## src/rtl/vector_mul_add_unit.sv

```systemverilog
// vector_mul_add_unit: multi-cycle lane-serial signed multiply-add.
// One lane per cycle; full 128-bit result published with a one-cycle strobe.
module vector_mul_add_unit #(
  parameter int LANES  = 4,
  parameter int LANE_W = 16
) (
  input  logic                    clk,
  input  logic                    rst,
  input  logic                    start,
  input  logic                    acc_en,
  input  logic [LANES*LANE_W-1:0] R,
  input  logic [LANES*LANE_W-1:0] S,
  input  logic [2*LANES*LANE_W-1:0] R2,
  output logic [2*LANES*LANE_W-1:0] M_ALU_Out,
  output logic                    MANDA_En,
  output logic                    busy
);

  localparam int OW = LANES * LANE_W;
  localparam int RW = 2 * OW;
  localparam int PW = 2 * LANE_W;
  localparam int CW = (LANES > 1) ? $clog2(LANES) : 1;

  localparam logic [1:0] ST_IDLE = 2'd0;
  localparam logic [1:0] ST_RUN  = 2'd1;
  localparam logic [1:0] ST_DONE = 2'd2;

  localparam logic [CW-1:0] LAST = CW'(LANES - 1);

  logic [1:0]    state_q, state_d;
  logic [CW-1:0] cnt_q, cnt_d;
  logic [OW-1:0] a_q, a_d;
  logic [OW-1:0] b_q, b_d;
  logic [RW-1:0] acc_q, acc_d;
  logic [RW-1:0] res_q, res_d;
  logic [RW-1:0] out_q, out_d;
  logic          en_q, en_d;

  logic [LANE_W-1:0] a_lane, b_lane;
  logic [PW-1:0]     a_ext, b_ext;
  logic [PW-1:0]     acc_lane, lane_val;

  // Current lane operands, sign-extended so the product is exact.
  always_comb begin
    a_lane   = a_q[cnt_q*LANE_W +: LANE_W];
    b_lane   = b_q[cnt_q*LANE_W +: LANE_W];
    acc_lane = acc_q[cnt_q*PW +: PW];
    a_ext    = {{LANE_W{a_lane[LANE_W-1]}}, a_lane};
    b_ext    = {{LANE_W{b_lane[LANE_W-1]}}, b_lane};
    lane_val = (a_ext * b_ext) + acc_lane;
  end

  // Next-state logic: snapshot, lane sweep, then publish.
  always_comb begin
    state_d = state_q;
    cnt_d   = cnt_q;
    a_d     = a_q;
    b_d     = b_q;
    acc_d   = acc_q;
    res_d   = res_q;
    out_d   = out_q;
    en_d    = 1'b0;
    unique case (state_q)
      ST_IDLE: begin
        if (start) begin
          a_d     = R;
          b_d     = S;
          acc_d   = acc_en ? R2 : '0;
          cnt_d   = '0;
          state_d = ST_RUN;
        end
      end
      ST_RUN: begin
        res_d[cnt_q*PW +: PW] = lane_val;
        cnt_d = cnt_q + 1'b1;
        if (cnt_q == LAST) begin
          state_d = ST_DONE;
        end
      end
      ST_DONE: begin
        out_d   = res_q;
        en_d    = 1'b1;
        state_d = ST_IDLE;
      end
      default: begin
        state_d = ST_IDLE;
      end
    endcase
  end

  // State registers with synchronous reset.
  always_ff @(posedge clk) begin
    if (rst) begin
      state_q <= ST_IDLE;
      cnt_q   <= '0;
      a_q     <= '0;
      b_q     <= '0;
      acc_q   <= '0;
      res_q   <= '0;
      out_q   <= '0;
      en_q    <= 1'b0;
    end else begin
      state_q <= state_d;
      cnt_q   <= cnt_d;
      a_q     <= a_d;
      b_q     <= b_d;
      acc_q   <= acc_d;
      res_q   <= res_d;
      out_q   <= out_d;
      en_q    <= en_d;
    end
  end

  assign M_ALU_Out = out_q;
  assign MANDA_En  = en_q;
  assign busy      = (state_q != ST_IDLE);

endmodule

```

## config.mk

```make
export PLATFORM = sky130hd
export DESIGN_NAME = vector_mul_add_unit
export DESIGN_NICKNAME = d
export VERILOG_FILES = /design/src/rtl/vector_mul_add_unit.sv
export SDC_FILE = /design/constraint.sdc
export NUM_CORES = 2
export LEC_CHECK = 0
export ABC_AREA = 1
export BUFFER_PORTS_ARGS = -buffer_cell sky130_fd_sc_hd__buf_2
export CORE_AREA = 3 3 235 237
export DETAILED_ROUTE_END_ITERATION = 10
export DIE_AREA = 0 0 238 240
export GPL_TIMING_DRIVEN = 0
export PLACE_DENSITY = 0.77
export SKIP_LAST_GASP = 1
export SYNTH_ARGS = -nofsm -noshare
export SYNTH_HDL_FRONTEND = slang
export SYNTH_SLANG_ARGS = --single-unit
export TNS_END_PERCENT = 1
```

## constraint.sdc

```tcl
create_clock -name clk -period 7.43 [get_ports clk]
set_input_delay 0.743 -clock clk [delete_from_list [all_inputs] [get_ports clk]]
set_output_delay 0.743 -clock clk [all_outputs]
set_load 0.03 [all_outputs]
```

==> out/metrics.csv <==
metric,value,unit
RR Startpoint,cnt_q[0]$_SDFFE_PP0P_,
Final WS setup,-150,ps
Clock Path Buffers,3,
Yosys reg bits,517,
Sequential Power Share,20.5,%
die area,0.0571,mm²
Initial Util,58.5,%
DRC,0,
drt first pass iters,7,
Hold Path Class,in -> reg,
Startpoint Class,flop,
"Top FF cell, synth",dfxtp_1,
cell-internal power,7.38,mW
Final Cycle Share,102,%
slowest CP cell,xnor2_1,
Least-Margin Pin Slew,1040,ps
top cell type's share of synthesized area,33.1,%
antenna-violating nets left,0,
critical path buffer and inverter count,8,
Switching Power,7.15,mW
failing checks,setup timing,
RR Endpoint,res_q[108]$_SDFFE_PP0P_,
final hold viol count,0,
nets@finish,5149,
hold_ws,381,ps
"Avg Cell Area, Syn",7.75,µm²
DRT iter0 DRCs,3436,
vias in the first global route,29100,
Final min period,7580,ps
RSZ-0062 raised after global routing,true,
largest area contributor in the netlist,dfxtp_1,
Final HPWL DP,86.6,mm
Sw Ratio,49.2,%
FMAX,132,MHz
synth unique cells,51,
asr flop ratio synth,0,%
Yosys warnings,0,
Crit path largest cell delay,720,ps
Synth area leaders,"dfxtp_1, fa_1, nor2_1, nand2_1, o21ai_0",
Worst setup EP type,flop,
CTS tree,yes,
Post-synth EDFFs,0,
PortBufs,387,
"Clk Latency, worst-skew pair",610,ps
maxcap violations,0,
most frequent cell after synthesis,nor2_1,
first-pass GRT wire length,162,mm
gr ovfl total,0,
Comb power frac,60.7,%
final instance area,0.0365,mm²
multi-input combinational cell area,0.0187,mm²
Pwr Density,398,mW/mm²
io pins,390,
H-tree depth,2,
Post-synth top cells,"nor2_1, nand2_1, dfxtp_1",
largest net degree at the start of global routing,16,
Core ar.,0.0535,mm²
cell count after synthesis,4038,
Hold Path Cell Cnt,3,
fillcell total,4725,
Crit. Startpoint,cnt_q[0]$_SDFFE_PP0P_,
Site Rows,85,
register-to-register setup slack,-150,ps
kind of critical path,reg -> reg,
gpl congestion,1.04,
initial antenna violation count,6,
"Req. time, crit path",7970,ps
Slew HR,30.9,%
sequential area share after synthesis,33.1,%
CTS root buf,clkbuf_16,
Area growth syn-to-layout,16.7,%
Post-CTS Hold Fix Bufs,0,
critical hold path startpoint,S[38],
FF-to-FF path depth,26,
Final setup violation count,7,
CTS buffer count,52,
layout cells sized above 1,15.0,%
routed vias/inst,5.75,
drt wl/cell,20.6,µm
GRT Util Overall,37.2,%
synthesized area,0.0313,mm²
Area after DPL,0.0341,mm²
max-slew violation count,0,
status,"finished, violations left",
Worst VDD drop,0.603,mV
Leak Pwr,16.2,nW
die height,240,µm
Final Skew,35.2,ps
crit-path max FO,10,
Mapped Nets,4693,
Die Wd,238,µm
FF/Latch Area,0.0104,mm²
WHS Endpoint,b_q[38]$_SDFFE_PP0P_,
Top delay family on crit path,adder cells,
Routed WL,108,mm
Vias,30100,
clock power share,18.8,%
Critical Path AT,8120,ps
clock sink count,517,
Worst-path clk slew,70,ps
metal layers:
layer | GRT usage, % | vias up | routed length, µm
met4 | 17.0 | 0 | 5370
met1 | 48.7 | 14400 | 41800
met2 | 58.3 | 1661 | 48300
met3 | 9.60 | 327 | 12600
met5 | 0 | - | 0
li1 | - | 13700 | -
per-stage QoR:
stage | TNS (ps) | setup slack [ps] | util, % | power (mW) | instances
after floorplan | 0 | 1090 | - | 8.21 | 4038
after global placement | -29090 | -672 | 63.7 | 10.7 | 5121
after detailed placement | -35580 | -754 | 63.7 | 10.8 | 5121
after CTS | -661 | -75.3 | 67.8 | 13.9 | 5220
after global routing | -9260 | -262 | 68.2 | 15.3 | 5233
final | -434 | -150 | 68.2 | 14.5 | 5235
cells by family after synthesis:
| family | Yosys count | synth area share (%) |
|---|---|---|
| buf+inv | 675 | 8.41 |
| simple gates | 1689 | 21.8 |
| flops | 517 | 33.1 |
| fa+ha+maj | 395 | 22.8 |
| compound gates | 738 | 13.0 |
| xor+xnor | 24 | 0.912 |
power groups by stage:
stage / sequential (mW) / combinational [mW] / clock, mW
finish: 2.98 / 8.82 / 2.74
global route: 2.99 / 9.51 / 2.84
floorplan: 3.01 / 5.21 / 0
global placement: 3.03 / 7.64 / 0
CTS: 2.97 / 8.21 / 2.72
detailed placement: 3.03 / 7.72 / 0
cell type report:
type	instances	area share [%]
Clock buffer	71	4.12
Inverter	423	4.38
Tap cell	696	2.39
Timing Repair Buffer	402	5.68
Buffer	252	3.00
Clock inverter	22	0.747
Antenna cell	6	0.0411
Multi-Input combinational cell	2846	51.3
Sequential cell	517	28.4
state kept, by name, summed over array words and instances (netlist names):
signal,count
MANDA_En,1
M_ALU_Out,128
a_q,64
acc_q,128
b_q,64
cnt_q,2
res_q,128
state_q,2
cell usage in the layout (no fill, tap or decap), types with 5 or more instances in the layout:
| master | count |
|---|---|
| a32oi_4 | 16 |
| buf_6 | 5 |
| buf_2 | 415 |
| o21ai_1 | 12 |
| ha_1 | 94 |
| nor2_2 | 15 |
| clkbuf_16 | 53 |
| nand3_2 | 7 |
| xor2_1 | 5 |
| a32oi_1 | 5 |
| nor2_1 | 760 |
| ha_2 | 9 |
| fa_1 | 291 |
| clkbuf_8 | 11 |
| dfxtp_1 | 516 |
| bufinv_16 | 5 |
| a21oi_1 | 312 |
| inv_1 | 389 |
| nor3_1 | 5 |
| clkinv_2 | 14 |
| a21oi_2 | 10 |
| buf_1 | 15 |
| clkbuf_4 | 8 |
| inv_2 | 28 |
| nand2_2 | 11 |
| nand3_1 | 185 |
| clkbuf_1 | 189 |
| nand4_1 | 31 |
| xor2_4 | 6 |
| nand2_1 | 661 |
| a32oi_2 | 9 |
| diode_2 | 6 |
| xor2_2 | 5 |
| a22oi_1 | 7 |
| o21ai_0 | 322 |
| buf_4 | 25 |
| o22ai_1 | 29 |
worst max path at each step:
stage,slack (ps),cells past startpoint,endpoint
finish,-150,26,res_q[108]$_SDFFE_PP0P_
floorplan,1090,27,res_q[123]$_SDFFE_PP0P_
global placement,-670,25,res_q[117]$_SDFFE_PP0P_
CTS,-80,25,res_q[123]$_SDFFE_PP0P_
global route,-260,28,res_q[94]$_SDFFE_PP0P_
detailed placement,-750,25,res_q[117]$_SDFFE_PP0P_
worst reg2reg max path: cells and delay by family, from the launching register on:
family / cells / cell delay (ps)
flip-flops: 1 / 330
AO/OA/AOI/OAI: 3 / 930
AND/OR/NAND/NOR: 8 / 1170
buffers and inverters: 8 / 1630
adder cells (fa/ha/maj): 6 / 2720
XOR/XNOR: 1 / 720
what timing repair did:
| item | 4_1_cts | 5_1_grt |
|---|---|---|
| resized for setup | 51 | 41 |
| gates cloned | 0 | 0 |
| setup endpoints to repair | 85 | 79 |
| pin swaps | 6 | 14 |
| buffers inserted | 6 | 9 |
No activity file was read; power rests on OpenSTA's default activity.
